[src/rtl/rect_pos_sched.sv]
// Purpose : frame-synchronous scheduler for the rectangle position bus (mouse vs. animation).
// Latency : commits take effect on the cycle after the vblnk rising edge (fe); anim_start pulses one cycle after handover.
// Backpres: single-entry pending buffer; anim_ready drops while it is full and returns after the committing fe.
//
// Ports:
//   pclk, rst                 pixel clock, synchronous active-high reset
//   vblnk                     vertical blanking level; its rising edge is the only commit point
//   mouse_left/xpos/ypos      live mouse button and position
//   anim_valid/xpos/ypos      animation sample offer; anim_ready accepts it
//   anim_start                one-cycle restart pulse for the animation engine
//   xpos, ypos, owner         committed rectangle position and current owner (1 = animation)
module rect_pos_sched #(
   parameter int X_MAX        = 799,
   parameter int Y_MAX        = 599,
   parameter int STALL_FRAMES = 4
) (
   input  logic        pclk,
   input  logic        rst,
   input  logic        vblnk,
   input  logic        mouse_left,
   input  logic [11:0] mouse_xpos,
   input  logic [11:0] mouse_ypos,
   input  logic        anim_valid,
   input  logic [11:0] anim_xpos,
   input  logic [11:0] anim_ypos,
   output logic        anim_ready,
   output logic        anim_start,
   output logic [11:0] xpos,
   output logic [11:0] ypos,
   output logic        owner
);

   localparam logic [1:0] ST_MOUSE = 2'd0;
   localparam logic [1:0] ST_ARM   = 2'd1;
   localparam logic [1:0] ST_ANIM  = 2'd2;

   localparam logic [11:0] X_LIM     = 12'(X_MAX);
   localparam logic [11:0] Y_LIM     = 12'(Y_MAX);
   localparam logic [3:0]  STALL_LIM = 4'(STALL_FRAMES);

   function automatic logic [11:0] clamp(input logic [11:0] v, input logic [11:0] m);
      return (v > m) ? m : v;
   endfunction

   logic [1:0]  state_q, state_d;
   logic        vblnk_d_q, vblnk_d_d;
   logic        fe_en_q, fe_en_d;
   logic [11:0] xpos_q, xpos_d;
   logic [11:0] ypos_q, ypos_d;
   logic [11:0] pend_x_q, pend_x_d;
   logic [11:0] pend_y_q, pend_y_d;
   logic        pend_full_q, pend_full_d;
   logic [3:0]  stall_q, stall_d;
   logic        anim_start_q, anim_start_d;
   logic        owner_q, owner_d;

   logic        fe;
   logic        accept;
   logic [3:0]  stall_inc;

   // fe_en blocks the spurious edge that vblnk_d's reset value would create
   // if vblnk is already high when reset releases: an edge counts only
   // after vblnk has been seen low at least once since reset.
   assign fe         = vblnk & ~vblnk_d_q & fe_en_q;
   assign anim_ready = (state_q == ST_ANIM) & ~pend_full_q;
   assign accept     = anim_valid & anim_ready;

   always_comb begin
      state_d     = state_q;
      vblnk_d_d   = vblnk;
      fe_en_d     = fe_en_q | ~vblnk;
      xpos_d      = xpos_q;
      ypos_d      = ypos_q;
      pend_x_d    = pend_x_q;
      pend_y_d    = pend_y_q;
      pend_full_d = pend_full_q;
      stall_d     = stall_q;
      stall_inc   = stall_q + 4'd1;

      // A handshake on an fe cycle only happens with the buffer empty, so
      // it never collides with a commit of the same entry.
      if (accept) begin
         pend_x_d    = anim_xpos;
         pend_y_d    = anim_ypos;
         pend_full_d = 1'b1;
      end

      case (state_q)
         ST_MOUSE: begin
            if (fe) begin
               xpos_d = clamp(mouse_xpos, X_LIM);
               ypos_d = clamp(mouse_ypos, Y_LIM);
               if (mouse_left) state_d = ST_ARM;
            end
         end
         ST_ARM: begin
            pend_full_d = 1'b0;
            stall_d     = 4'd0;
            state_d     = ST_ANIM;
         end
         ST_ANIM: begin
            if (fe) begin
               if (!mouse_left) begin
                  xpos_d      = clamp(mouse_xpos, X_LIM);
                  ypos_d      = clamp(mouse_ypos, Y_LIM);
                  pend_full_d = 1'b0;
                  state_d     = ST_MOUSE;
               end else if (pend_full_q) begin
                  xpos_d      = clamp(pend_x_q, X_LIM);
                  ypos_d      = clamp(pend_y_q, Y_LIM);
                  pend_full_d = 1'b0;
                  stall_d     = 4'd0;
               end else if (stall_inc == STALL_LIM) begin
                  // Engine went quiet for too long: restart it.
                  stall_d = 4'd0;
                  state_d = ST_ARM;
               end else begin
                  stall_d = stall_inc;
               end
            end
         end
         default: state_d = ST_MOUSE;
      endcase

      // Registered decodes of the next state keep these outputs glitch-free.
      anim_start_d = (state_d == ST_ARM);
      owner_d      = (state_d != ST_MOUSE);
   end

   always_ff @(posedge pclk) begin
      if (rst) begin
         state_q      <= ST_MOUSE;
         vblnk_d_q    <= 1'b0;
         fe_en_q      <= 1'b0;
         xpos_q       <= 12'd0;
         ypos_q       <= 12'd0;
         pend_x_q     <= 12'd0;
         pend_y_q     <= 12'd0;
         pend_full_q  <= 1'b0;
         stall_q      <= 4'd0;
         anim_start_q <= 1'b0;
         owner_q      <= 1'b0;
      end else begin
         state_q      <= state_d;
         vblnk_d_q    <= vblnk_d_d;
         fe_en_q      <= fe_en_d;
         xpos_q       <= xpos_d;
         ypos_q       <= ypos_d;
         pend_x_q     <= pend_x_d;
         pend_y_q     <= pend_y_d;
         pend_full_q  <= pend_full_d;
         stall_q      <= stall_d;
         anim_start_q <= anim_start_d;
         owner_q      <= owner_d;
      end
   end

   assign xpos       = xpos_q;
   assign ypos       = ypos_q;
   assign anim_start = anim_start_q;
   assign owner      = owner_q;

endmodule

[config.mk]
export PLATFORM = sky130hd
export DESIGN_NAME = rect_pos_sched
export DESIGN_NICKNAME = d
export VERILOG_FILES = /design/src/rtl/rect_pos_sched.sv
export SDC_FILE = /design/constraint.sdc
export NUM_CORES = 1
export LEC_CHECK = 0
export ABC_AREA = 1
export CORE_MARGIN = 5
export CORE_UTILIZATION = 43
export CTS_CLUSTER_DIAMETER = 60
export DETAILED_ROUTE_END_ITERATION = 10
export PLACE_DENSITY = 0.77
export SLEW_MARGIN = 0
export SYNTH_ARGS = -nofsm -noshare
export SYNTH_HDL_FRONTEND = slang
export SYNTH_SLANG_ARGS = --single-unit
export TNS_END_PERCENT = 50
[constraint.sdc]
create_clock -name pclk -period 1.5 [get_ports pclk]
set_input_delay 0.3 -clock pclk [delete_from_list [all_inputs] [get_ports pclk]]
set_output_delay 0.3 -clock pclk [all_outputs]
set_load 0.005 [all_outputs]
==> summary.txt, run 1 <==
Status
  – Status: finished with violations
  – Failing checks: setup timing

Worst setup path
  – Reg2Reg Launch Point: state_q[0]
  – CP most frequent cell: nand2_1
  – Setup crit start: mouse_left
  – CP Max Fanout: 8
  – Critical path required time: about 1.7 ns
  – Critical path's largest stage delay: roughly 0.60 ns
  – CP max-delay cell: clkdlybuf4s50_1
  – CP Launch Type: input pin
  – Crit path capture type: flop
  – Setup Crit Path Kind: input pin to flop
  – Arrival time worst endpoint: 1.75 ns
  – Worst-path cell chain: clkdlybuf4s50_1 > nand2_8 > nor3_4 > inv_2 > a31oi_4 > nand2_1 > nand2_1 > a21oi_2
  – Worst r2r path cells: 11

Route
  – Detail Route met2 WL: ~3700 um
  – Initial DRC Count: 154
  – Highest routed layer: met4
  – DRT met1 WL: 3490 um
  – DRC viols: 0
  – Final WL: 8040 um
  – Number of vias in the routed layout: 2,834
  – Wire length per cell: 14.4 um
  – Initial DRT Pass Iterations: 8
  – Vias/cell: 5.09
  – Routed Antenna Nets: 0
  – Length of routed met3 wiring: 726 um

GRT
  – Remaining global-route overflow: 0
  – GR Util All Layers: 0.195
  – Largest net degree at the start of global routing: 43
  – First-pass GRT wire length: 12,100 um
  – Number of global-route vias before repair: 2,706
  – Initial antenna violation count: 0

Power
  – Post-layout power: ~3800 uW
  – Maximum vdd ir drop: between 0.8 and 0.9 mV
  – Leakage: 0.00209 uW
  – Cell Pwr Density: 881 mW/mm^2

Clock network
  – CTS max path bufs: 2
  – Clock Latency Late Sink: around 0.34 ns
  – Root Driver: clkbuf_8
  – CTS tree: built
  – Worst-path clk slew: roughly 0.060 ns
  – Clock sink total: 59
  – H-tree Lvls: 3
  – Number of clock buffers inserted by TritonCTS: 9

Worst hold path
  – Hold Startpoint: xpos[11]
  – Hold depth: 2
  – Min-Delay Path Class: flop to flop

Layout
  – Fraction of layout cells with a size suffix above 1: 0.196
  – Filler Cell Count: 488
  – FF+latch area: 0.00119 sq mm
  – N_diodes: 0
  – Nets@finish: roughly 540
  – Area growth from synthesis to layout: 56.7%
  – Multi-input gate area: 0.00134 sq mm

Yosys
  – Synthesized area: 0.00272 sq mm
  – Nets in the synthesized netlist: 423
  – Warnings from Yosys: 0
  – Post-synth top area share: 0.435
  – Gate Count Post-Synth: 364
  – Post-synthesis cell type count: 31
  – Synth area leaders: dfxtp_1, nand2_1, a21oi_1
  – Post-synthesis sequential area ratio: 0.435
  – Dominant cell type by area after synthesis: dfxtp_1
  – Seq cells post-synth: 59
  – Avg Synthesized Cell Area: roughly 7.5 sq um

Timing
  – Slew Viols, Final: 0
  – Setup violators final: 3
  – Period utilisation layout: 1.02
  – Relative slew slack: 0.807
  – Worst clock skew: 0.00679 ns
  – Unrepaired setup endpoints after global routing: yes
  – Final setup margin: -0.0231 ns
  – Tmin final: around 1.5 ns
  – Fmax: about 0.66 GHz
  – Worst Tran Pin Value: between 0.2 and 0.3 ns
  – Total negative slack: -0.0372 ns
  – Final hold viol count: 0

Floorplan
  – Core ar.: around 0.0062 sq mm
  – Die H: 89.5 um
  – Die X: 89.5 um
  – I/O Pins: 80
  – FP Rows: 29
  – Starting Density: 0.435
  – DIE AREA: 0.00801 sq mm

Place
  – Final HPWL DP: 5460 um
  – I/O Buffers: between 70 and 80
  – GP Congestion: ~0.86

Flow run
  – Maxcap violations: 0
==> flip-flops by register name, indices dropped and copies added, names as in the netlist <==
register     count
fe_en_q          1
vblnk_d_q        1
pend_x_q        12
anim_start       1
stall_q          4
state_q          2
xpos            12
pend_full_q      1
ypos            12
owner            1
pend_y_q        12
==> cell usage after synthesis <==
cell and number:
nand2_1 70, dfxtp_1 59, inv_1 48, a21oi_1 44, o21ai_0 42, nor2_1 19, nand3_1 17, nand4_1 11
clkbuf_1 9, ha_1 6, inv_2 4, o21a_1 4, buf_2 3, nand3_2 3, o21ai_2 3, o22ai_1 3
a21oi_2 2, buf_6 2, nand3b_1 2, nor2_2 2, a22oi_1 1, a31oi_4 1, buf_8 1, clkbuf_2 1
nand2_2 1, nand2_4 1, nand3b_4 1, nor2_4 1, nor3_1 1, nor3_2 1, o211ai_2 1
==> worst max-delay path: cells and delay by family <==
family,cells,cell delay [ns]
AOI/OAI and AO/OA,2,0.32
buffers and inverters,2,0.67
and+or+nand+nor,4,0.47
==> timing repair <==
item / CTS / global route
gates resized for setup: 23 / 50
hold buffers: 0 / 0
gates cloned: 1 / 2
pin swaps: 1 / 10
setup buffers: 1 / 3
setup endpoints to repair: 31 / 49
==> metal layers <==
metal	GRT usage	vias up
li1	-	1421
met2	0.319	115
met4	0.0744	0
met1	0.240	1288
met3	0.0581	10
met5	0	-
==> cells in the final DEF (no fill, tap or decap), drive strengths merged, types with 2 or more instances in the layout <==
master / count
nand3: 20
nor3: 2
ha: 6
o21ai: 45
o22ai: 3
nor2: 22
nand3b: 3
buf: 38
clkdlybuf4s50: 56
clkbuf: 14
o21a: 4
dlygate4sd2: 6
dlymetal6s2s: 16
inv: 52
a21oi: 46
dfxtp: 59
nand4: 11
nand2: 72
==> report_power, final <==
part           switching [uW]  total, uW  leakage (uW)  internal [uW]
combinational             268        611       0.00150            344
sequential               35.6       1670      0.000483           1630
clock                     591       1470      0.000104            882
total                     894       3750       0.00209           2860
==> final cells by class <==
| cell class | count | area share |
|---|---|---|
| tap | 77 | 0.0226 |
| timing repair buffer | 118 | 0.287 |
| multi-input combinational | 237 | 0.315 |
| sequential | 59 | 0.280 |
| inverter | 52 | 0.0476 |
| clock inverter | 2 | 0.00823 |
| clock buffer | 12 | 0.0388 |
==> logic make-up (layout without fill, tap and decap cells) <==
logic type                 after synthesis  in the layout  synth area share
buffers and inverters                   68            184             0.105
adders and majority gates                6              6            0.0276
AOI/OAI and AO/OA                      101            101             0.208
and+or+nand+nor                        130            130             0.224
DFF                                     59             59             0.435
==> per-stage QoR <==
stage	util	instance area [sq um]	setup slack (ns)	hold slack [ns]	std cells
after floorplan	-	2720	0.0179	0.425	364
after global placement	0.610	3800	-0.214	0.443	536
after detailed placement	0.610	3800	-0.267	0.446	536
after CTS	0.649	4050	0.000899	0.456	552
after global routing	0.682	4260	-0.135	0.473	557
final	0.682	4260	-0.0231	0.451	557
==> final timing paths <==
| path | end | slack, ns |
|---|---|---|
| setup reg to reg | owner | -0.01 |
| hold reg to reg | xpos[11] | 0.45 |
| hold / removal | xpos[11] | 0.45 |
| setup / recovery | xpos[4] | -0.02 |
Power figures use the tool's default switching activity.
==> inputs of run 2 (changes only) <==
GPL_ROUTABILITY_DRIVEN = 0   (was unset)
==> run 2 against run 1 <==
  * The flow now finishes without violations
  * Non-clock buffer count grew 2
  * Flip-flop and latch count unchanged
  * Sequential share of layout area increased by 0.31 points
  * Critical path depth up 1
  * Wire length up 1.0%
  * Register-to-register slack about the same
  * First-iteration DRC count shrank 29%
  * Final area is 1.1% lower
  * Combinational power is 1% higher
  * Critical path type is now flop to flop
  * Critical endpoint is now xpos[1]
  * Largest power group unchanged
==> summary.txt, run 2 (synthesis results as in run 1) <==
Status
  – Status: finished clean (was finished with violations)

Floorplan
  – Core ar.: 0.00624 sq mm (unchanged)
  – DIE AREA: 0.00801 sq mm (unchanged)
  – I/O Pins: 80 (unchanged)
  – Die H: 89.5 um (unchanged)
  – Starting Density: 0.435 (unchanged)
  – Die X: 89.5 um (unchanged)
  – FP Rows: 29 (unchanged)

Timing
  – Worst Tran Pin Value: 0.296 ns (was 0.286 ns)
  – Relative slew slack: 0.802 (was 0.807)
  – Slew Viols, Final: 0 (unchanged)
  – Unrepaired setup endpoints after global routing: yes (unchanged)
  – Final setup margin: 0.00250 ns (was -0.0231 ns)
  – Setup violators final: 0 (was 3)
  – Period utilisation layout: 0.998 (was 1.02)
  – Tmin final: 1.50 ns (was 1.52 ns)
  – Final hold viol count: 0 (unchanged)
  – Fmax: 0.668 GHz (was 0.657 GHz)
  – Worst clock skew: 0.00958 ns (was 0.00679 ns)
  – Total negative slack: 0 ns (was -0.0372 ns)

Route
  – Final WL: 8120 um (was 8040 um)
  – Wire length per cell: 14.5 um (was 14.4 um)
  – Initial DRC Count: 109 (was 154)
  – Initial DRT Pass Iterations: 4 (was 8)
  – Routed Antenna Nets: 0 (unchanged)
  – Number of vias in the routed layout: 2,881 (was 2,834)
  – Vias/cell: 5.15 (was 5.09)
  – DRC viols: 0 (unchanged)

Worst setup path
  – Worst path depth: 9 (was 8)
  – CP endpoint: xpos[1] (was xpos[4])
  – Worst-path cell chain: ha_4 > nand2_4 > nor3_4 > inv_2 > a31oi_4 > buf_6 > nand2_1 > nand2_1 > a21oi_2 (was clkdlybuf4s50_1 > nand2_8 > nor3_4 > inv_2 > a31oi_4 > nand2_1 > nand2_1 > a21oi_2)
  – Worst R2R Setup Slack: 0.002 ns (was -0.01 ns)
  – Worst r2r path cells: 9 (was 11)
  – Critical path required time: 1.73 ns (about the same)
  – CP top delay family: flip-flops (was buffers and inverters)
  – CP Max Fanout: 5 (was 8)
  – Crit path capture type: flop (unchanged)
  – Arrival time worst endpoint: 1.72 ns (was 1.75 ns)
  – Setup Crit Path Kind: flop to flop (was input pin to flop)
  – Critical path's largest stage delay: 0.37 ns (was 0.60 ns)
  – CP max-delay cell: dfxtp_2 (was clkdlybuf4s50_1)
  – Reg2Reg Launch Point: state_q[1] (was state_q[0])
  – Reg2reg end: xpos[1] (was owner)
  – Setup crit start: state_q[1] (was mouse_left)
  – CP most frequent cell: nand2_1 (unchanged)
  – CP Launch Type: flop (was input pin)
  – Buf+Inv Stages, Crit Path: 2 (unchanged)

Power
  – Clk pwr share: 0.334 (was 0.393)
  – Combinational power share: 0.180 (was 0.163)
  – Leakage: 0.00208 uW (was 0.00209 uW)
  – Cell Pwr Density: 815 mW/mm^2 (was 881 mW/mm^2)
  – Maximum vdd ir drop: 0.568 mV (was 0.859 mV)
  – Internal power: 2570 uW (was 2860 uW)
  – Psw: 868 uW (was 894 uW)
  – Sequential power share: 0.486 (was 0.445)
  – Post-layout power: 3430 uW (was 3750 uW)
  – Sw frac: 0.253 (was 0.238)

Clock network
  – Clock Latency Late Sink: 0.33 ns (was 0.34 ns)
  – Hold_buf cts: 0 (unchanged)
  – Number of clock buffers inserted by TritonCTS: 9 (unchanged)
  – Worst-path clk slew: 0.06 ns (about the same)
  – CTS max path bufs: 2 (unchanged)
  – H-tree Lvls: 3 (unchanged)
  – CTS tree: built (unchanged)
  – Clock sink total: 59 (unchanged)
  – Root Driver: clkbuf_8 (unchanged)

Layout
  – Area growth from synthesis to layout: 55.0% (was 56.7%)
  – Filler Cell Count: 494 (was 488)
  – Most frequent cells in the layout: nand2_1, clkdlybuf4s50_1, dfxtp_1 (unchanged)
  – Final core utilization: 0.675 (was 0.682)
  – Fraction of layout cells with a size suffix above 1: 0.197 (was 0.196)
  – Nets@finish: 538 (was 536)
  – Design Area, Final: 0.00421 sq mm (was 0.00426 sq mm)
  – Commonest non-fill, non-tap cell in the layout: nand2_1 (unchanged)
  – N_diodes: 0 (unchanged)

Place
  – I/O Buffers: 79 (unchanged)
  – Area after DPL: 0.00382 sq mm (was 0.00380 sq mm)
  – Setup WS pre-CTS: -0.244 ns (was -0.267 ns)
  – Final HPWL DP: 5530 um (was 5460 um)

GRT
  – Largest net degree at the start of global routing: 43 (unchanged)
  – GR Util All Layers: 0.198 (was 0.195)
  – First-pass GRT wire length: 12,100 um (about the same)
  – Remaining global-route overflow: 0 (unchanged)
  – Initial antenna violation count: 0 (unchanged)
  – Number of global-route vias before repair: 2,644 (was 2,706)

Flow run
  – Maxcap violations: 0 (unchanged)

Worst hold path
  – Min-Delay Path Class: flop to flop (unchanged)
  – Hold Startpoint: xpos[10] (was xpos[11])
run 2: cell count changes in the layout (fill, tap and decap cells not counted), moves of 2 or more:
cell	before	now
clkbuf_1	0	5
nand2_1	67	63
nand2_2	2	6
clkbuf_8	12	9
dlygate4sd2_1	6	4
run 2: worst min path at each step:
stage | endpoint | slack, ns | cells past startpoint
after global routing | ypos[11] | 0.47 | 2
after global placement | ypos[10] | 0.44 | 2
after floorplan | vblnk_d_q | 0.42 | 2
final | xpos[10] | 0.45 | 2
after CTS | xpos[10] | 0.45 | 2
after detailed placement | pend_x_q[4] | 0.45 | 2
run 2: through the flow:
stage	instances	hold slack, ns
2_1_floorplan	364	0.425
3_3_place_gp	536	0.441
3_5_place_dp	536	0.446
4_1_cts	552	0.455
5_1_grt	559	0.475
6_report	559	0.450
run 2: routing by layer:
layer | part of all wire | GRT usage | vias to the layer above
met4 | 0.019 | 0.0717 | 0
met2 | 0.46 | 0.324 | 129
met5 | 0 | 0 | -
met3 | 0.084 | 0.0562 | 18
met1 | 0.44 | 0.249 | 1309
li1 | - | - | 1425
run 2: power by group through the flow:
stage,Sequential [uW],Clock (uW),Combinational [uW]
after floorplan,1700,0,225
after global placement,1700,0,555
after detailed placement,1700,0,563
after CTS,1670,1170,578
after global routing,1670,1250,669
final,1670,1150,619
run 2: tightest hold or removal path: cells and delay by family, from the launching register on:
| family | cells | cell delay (ns) |
|---|---|---|
| flip-flops | 1 | 0.30 |
| AND/OR/NAND/NOR | 1 | 0.07 |
| buffers and inverters | 1 | 0.04 |
run 2: layout make-up:
type	instances	area (sq um)	area share
Sequential cell	59	1190	0.283
Tap cell	77	96.3	0.0229
Inverter	52	203	0.0481
Multi-Input combinational cell	237	1330	0.317
Clock buffer	14	143	0.0339
Timing Repair Buffer	120	1240	0.295
run 2: what timing repair did:
action / 4_1_cts / 5_1_grt
pin swaps: 1 / 10
resized for setup: 19 / 56
setup endpoints to repair: 20 / 45
buffers inserted: 1 / 6
gates cloned: 1 / 1
==> inputs of run 3 (changes only) <==
CTS_BUF_LIST = sky130_fd_sc_hd__clkbuf_16   (was unset)
GPL_ROUTABILITY_DRIVEN = unset   (was 0)
==> run 3 against run 2 <==
  * Largest power group is now clock
  * Wire length is 2.0% lower
  * Via count fell by 0.83%
  * Clock power increased by 63%
  * Critical path type unchanged
  * Worst hold slack hardly changed
  * Die area unchanged
  * The flow now finishes with violations (setup timing)
==> summary.txt, run 3 (synthesis results as in run 1) <==
Timing
  – Relative slew slack: 0.796 (was 0.802)
  – Setup violators final: 1 (was 0)
  – Final hold viol count: 0 (unchanged)
  – Tmin final: 1.53 ns (was 1.50 ns)
  – Fmax: 0.655 GHz (was 0.668 GHz)
  – Period utilisation layout: 1.02 (was 0.998)
  – Worst Tran Pin Value: 0.306 ns (was 0.296 ns)
  – Final setup margin: -0.0261 ns (was 0.00250 ns)
  – Unrepaired setup endpoints after global routing: yes (unchanged)
  – Worst clock skew: 0.00838 ns (was 0.00958 ns)
  – Slew Viols, Final: 0 (unchanged)

GRT
  – Remaining global-route overflow: 0 (unchanged)
  – GR Util All Layers: 0.200 (was 0.198)
  – Number of global-route vias before repair: 2,765 (was 2,644)
  – Largest net degree at the start of global routing: 43 (unchanged)
  – First-pass GRT wire length: 12,400 um (was 12,100 um)
  – Initial antenna violation count: 0 (unchanged)

Worst setup path
  – Worst r2r path cells: 9 (unchanged)
  – Reg2reg end: xpos[3] (was xpos[1])
  – CP Max Fanout: 8 (was 5)
  – Setup Crit Path Kind: flop to flop (unchanged)
  – Crit path capture type: flop (unchanged)
  – Critical path required time: 1.70 ns (was 1.73 ns)
  – Worst R2R Setup Slack: -0.03 ns (was 0.002 ns)
  – Worst-path cell chain: inv_2 > ha_4 > nand2_8 > nor3_4 > inv_2 > a31oi_4 > nand2_2 > nand2_2 > a21oi_2 (was ha_4 > nand2_4 > nor3_4 > inv_2 > a31oi_4 > buf_6 > nand2_1 > nand2_1 > a21oi_2)
  – CP Launch Type: flop (unchanged)
  – Arrival time worst endpoint: 1.73 ns (was 1.72 ns)
  – Reg2Reg Launch Point: state_q[0] (was state_q[1])
  – Critical path's largest stage delay: 0.32 ns (was 0.37 ns)
  – CP max-delay cell: dfxtp_2 (unchanged)

Worst hold path
  – Hold Startpoint: xpos[11] (was xpos[10])
  – Min-Delay Endpoint: xpos[11] (was xpos[10])
  – Min-Delay Path Class: flop to flop (unchanged)
  – Hold depth: 2 (unchanged)

Route
  – Number of vias in the routed layout: 2,857 (was 2,881)
  – Vias/cell: 5.13 (was 5.15)
  – Initial DRC Count: 124 (was 109)
  – Wire length per cell: 14.3 um (was 14.5 um)
  – Routed Antenna Nets: 0 (unchanged)
  – Final WL: 7950 um (was 8120 um)
  – DRC viols: 0 (unchanged)
  – Initial DRT Pass Iterations: 4 (unchanged)

Floorplan
  – Die H: 89.5 um (unchanged)
  – I/O Pins: 80 (unchanged)
  – Starting Density: 0.435 (unchanged)
  – DIE AREA: 0.00801 sq mm (unchanged)
  – FP Rows: 29 (unchanged)
  – Core ar.: 0.00624 sq mm (unchanged)
  – Die X: 89.5 um (unchanged)

Power
  – Maximum vdd ir drop: 1.08 mV (was 0.568 mV)
  – Cell Pwr Density: 971 mW/mm^2 (was 815 mW/mm^2)
  – Leakage: 0.00194 uW (was 0.00208 uW)

Place
  – I/O Buffers: 79 (unchanged)
  – GP Congestion: roughly 0.86
  – Area after DPL: 0.00380 sq mm (was 0.00382 sq mm)
  – Final HPWL DP: 5460 um (was 5530 um)

Layout
  – Design Area, Final: 0.00429 sq mm (was 0.00421 sq mm)
  – Final core utilization: 0.688 (was 0.675)
  – Nets@finish: 536 (was 538)
  – Most frequent cells in the layout: clkdlybuf4s50_1, nand2_1, dfxtp_1 (was nand2_1, clkdlybuf4s50_1, dfxtp_1)
  – N_diodes: 0 (unchanged)
  – Area growth from synthesis to layout: 58.1% (was 55.0%)
  – Commonest non-fill, non-tap cell in the layout: clkdlybuf4s50_1 (was nand2_1)
  – Fraction of layout cells with a size suffix above 1: 0.198 (was 0.197)

Clock network
  – Number of clock buffers inserted by TritonCTS: 9 (unchanged)
  – CTS tree: built (unchanged)
  – Root Driver: clkbuf_16 (was clkbuf_8)
  – Worst-path clk slew: 0.05 ns (was 0.06 ns)
  – Hold_buf cts: 0 (unchanged)
  – CTS max path bufs: 2 (unchanged)
  – Clock sink total: 59 (unchanged)
  – Clock Latency Late Sink: 0.32 ns (was 0.33 ns)
  – H-tree Lvls: 3 (unchanged)

Flow run
  – Maxcap violations: 0 (unchanged)

Status
  – Status: finished with violations (was finished clean)
  – Failing checks: setup timing
## run 3: cell types whose count changed in the layout (fill, tap and decap cells not counted), sizes merged
cell	before	now
buf	41	39
clkbuf	15	10
dlygate4sd2	4	0
bufinv	0	1
clkinv	0	4
dlymetal6s2s	17	9
clkdlybuf4s50	57	69
## run 3: routing by layer
layer,vias up,track usage,wire length [um]
li1,1424,-,-
met1,1316,0.245,3400
met2,107,0.328,3750
met3,10,0.0654,713
met4,0,0.0744,85
met5,-,0,0
## run 3: critical path, delay by kind of cell (launching register included)
family / cells / cell delay [ns]
buffers and inverters: 2 / 0.14
adder cells (fa/ha/maj): 1 / 0.19
AO/OA/AOI/OAI: 2 / 0.33
AND/OR/NAND/NOR: 4 / 0.44
flip-flops: 1 / 0.32
## run 3: power by group
part           switching [uW]  leakage (uW)  total (uW)  internal, uW
clock network             636      0.000134        1880          1240
registers                37.1      0.000482        1670          1640
logic                     269       0.00132         619           350
## run 3: layout make-up
type                            instances  area [sq um]
Fill cell                             465          1950
Inverter                               52           203
Multi-Input combinational cell        237          1360
Clock inverter                          5          46.3
Clock buffer                            9           225
Sequential cell                        59          1190
Tap cell                               77          96.3
Timing Repair Buffer                  118          1180
## run 3: worst max path at each step
stage / to / depth (start not counted) / from
6_report: xpos[3] / 9 / state_q[0]
5_1_grt: xpos[3] / 9 / state_q[0]
4_1_cts: anim_ready / 5 / state_q[0]
3_5_place_dp: ypos[2] / 7 / mouse_left
3_3_place_gp: ypos[2] / 7 / mouse_left
2_1_floorplan: ypos[3] / 12 / state_q[0]
## run 3: stage by stage
stage	hold slack [ns]	power [uW]	std cells	worst slack, ns	TNS [ns]
after global routing	0.471	4350	557	-0.114	-1.06
final	0.449	4170	557	-0.0261	-0.0261
after detailed placement	0.446	2260	536	-0.267	-6.09
after floorplan	0.425	1920	364	0.0179	0
after global placement	0.443	2250	536	-0.214	-5.10
after CTS	0.454	4170	552	-0.0189	-0.0189
## run 3: repair_timing
action / CTS / global route
gates cloned: 1 / 1
gates resized for setup: 12 / 54
pin swaps: 0 / 17
setup buffers: 1 / 4
endpoints found under the setup margin: 26 / 50
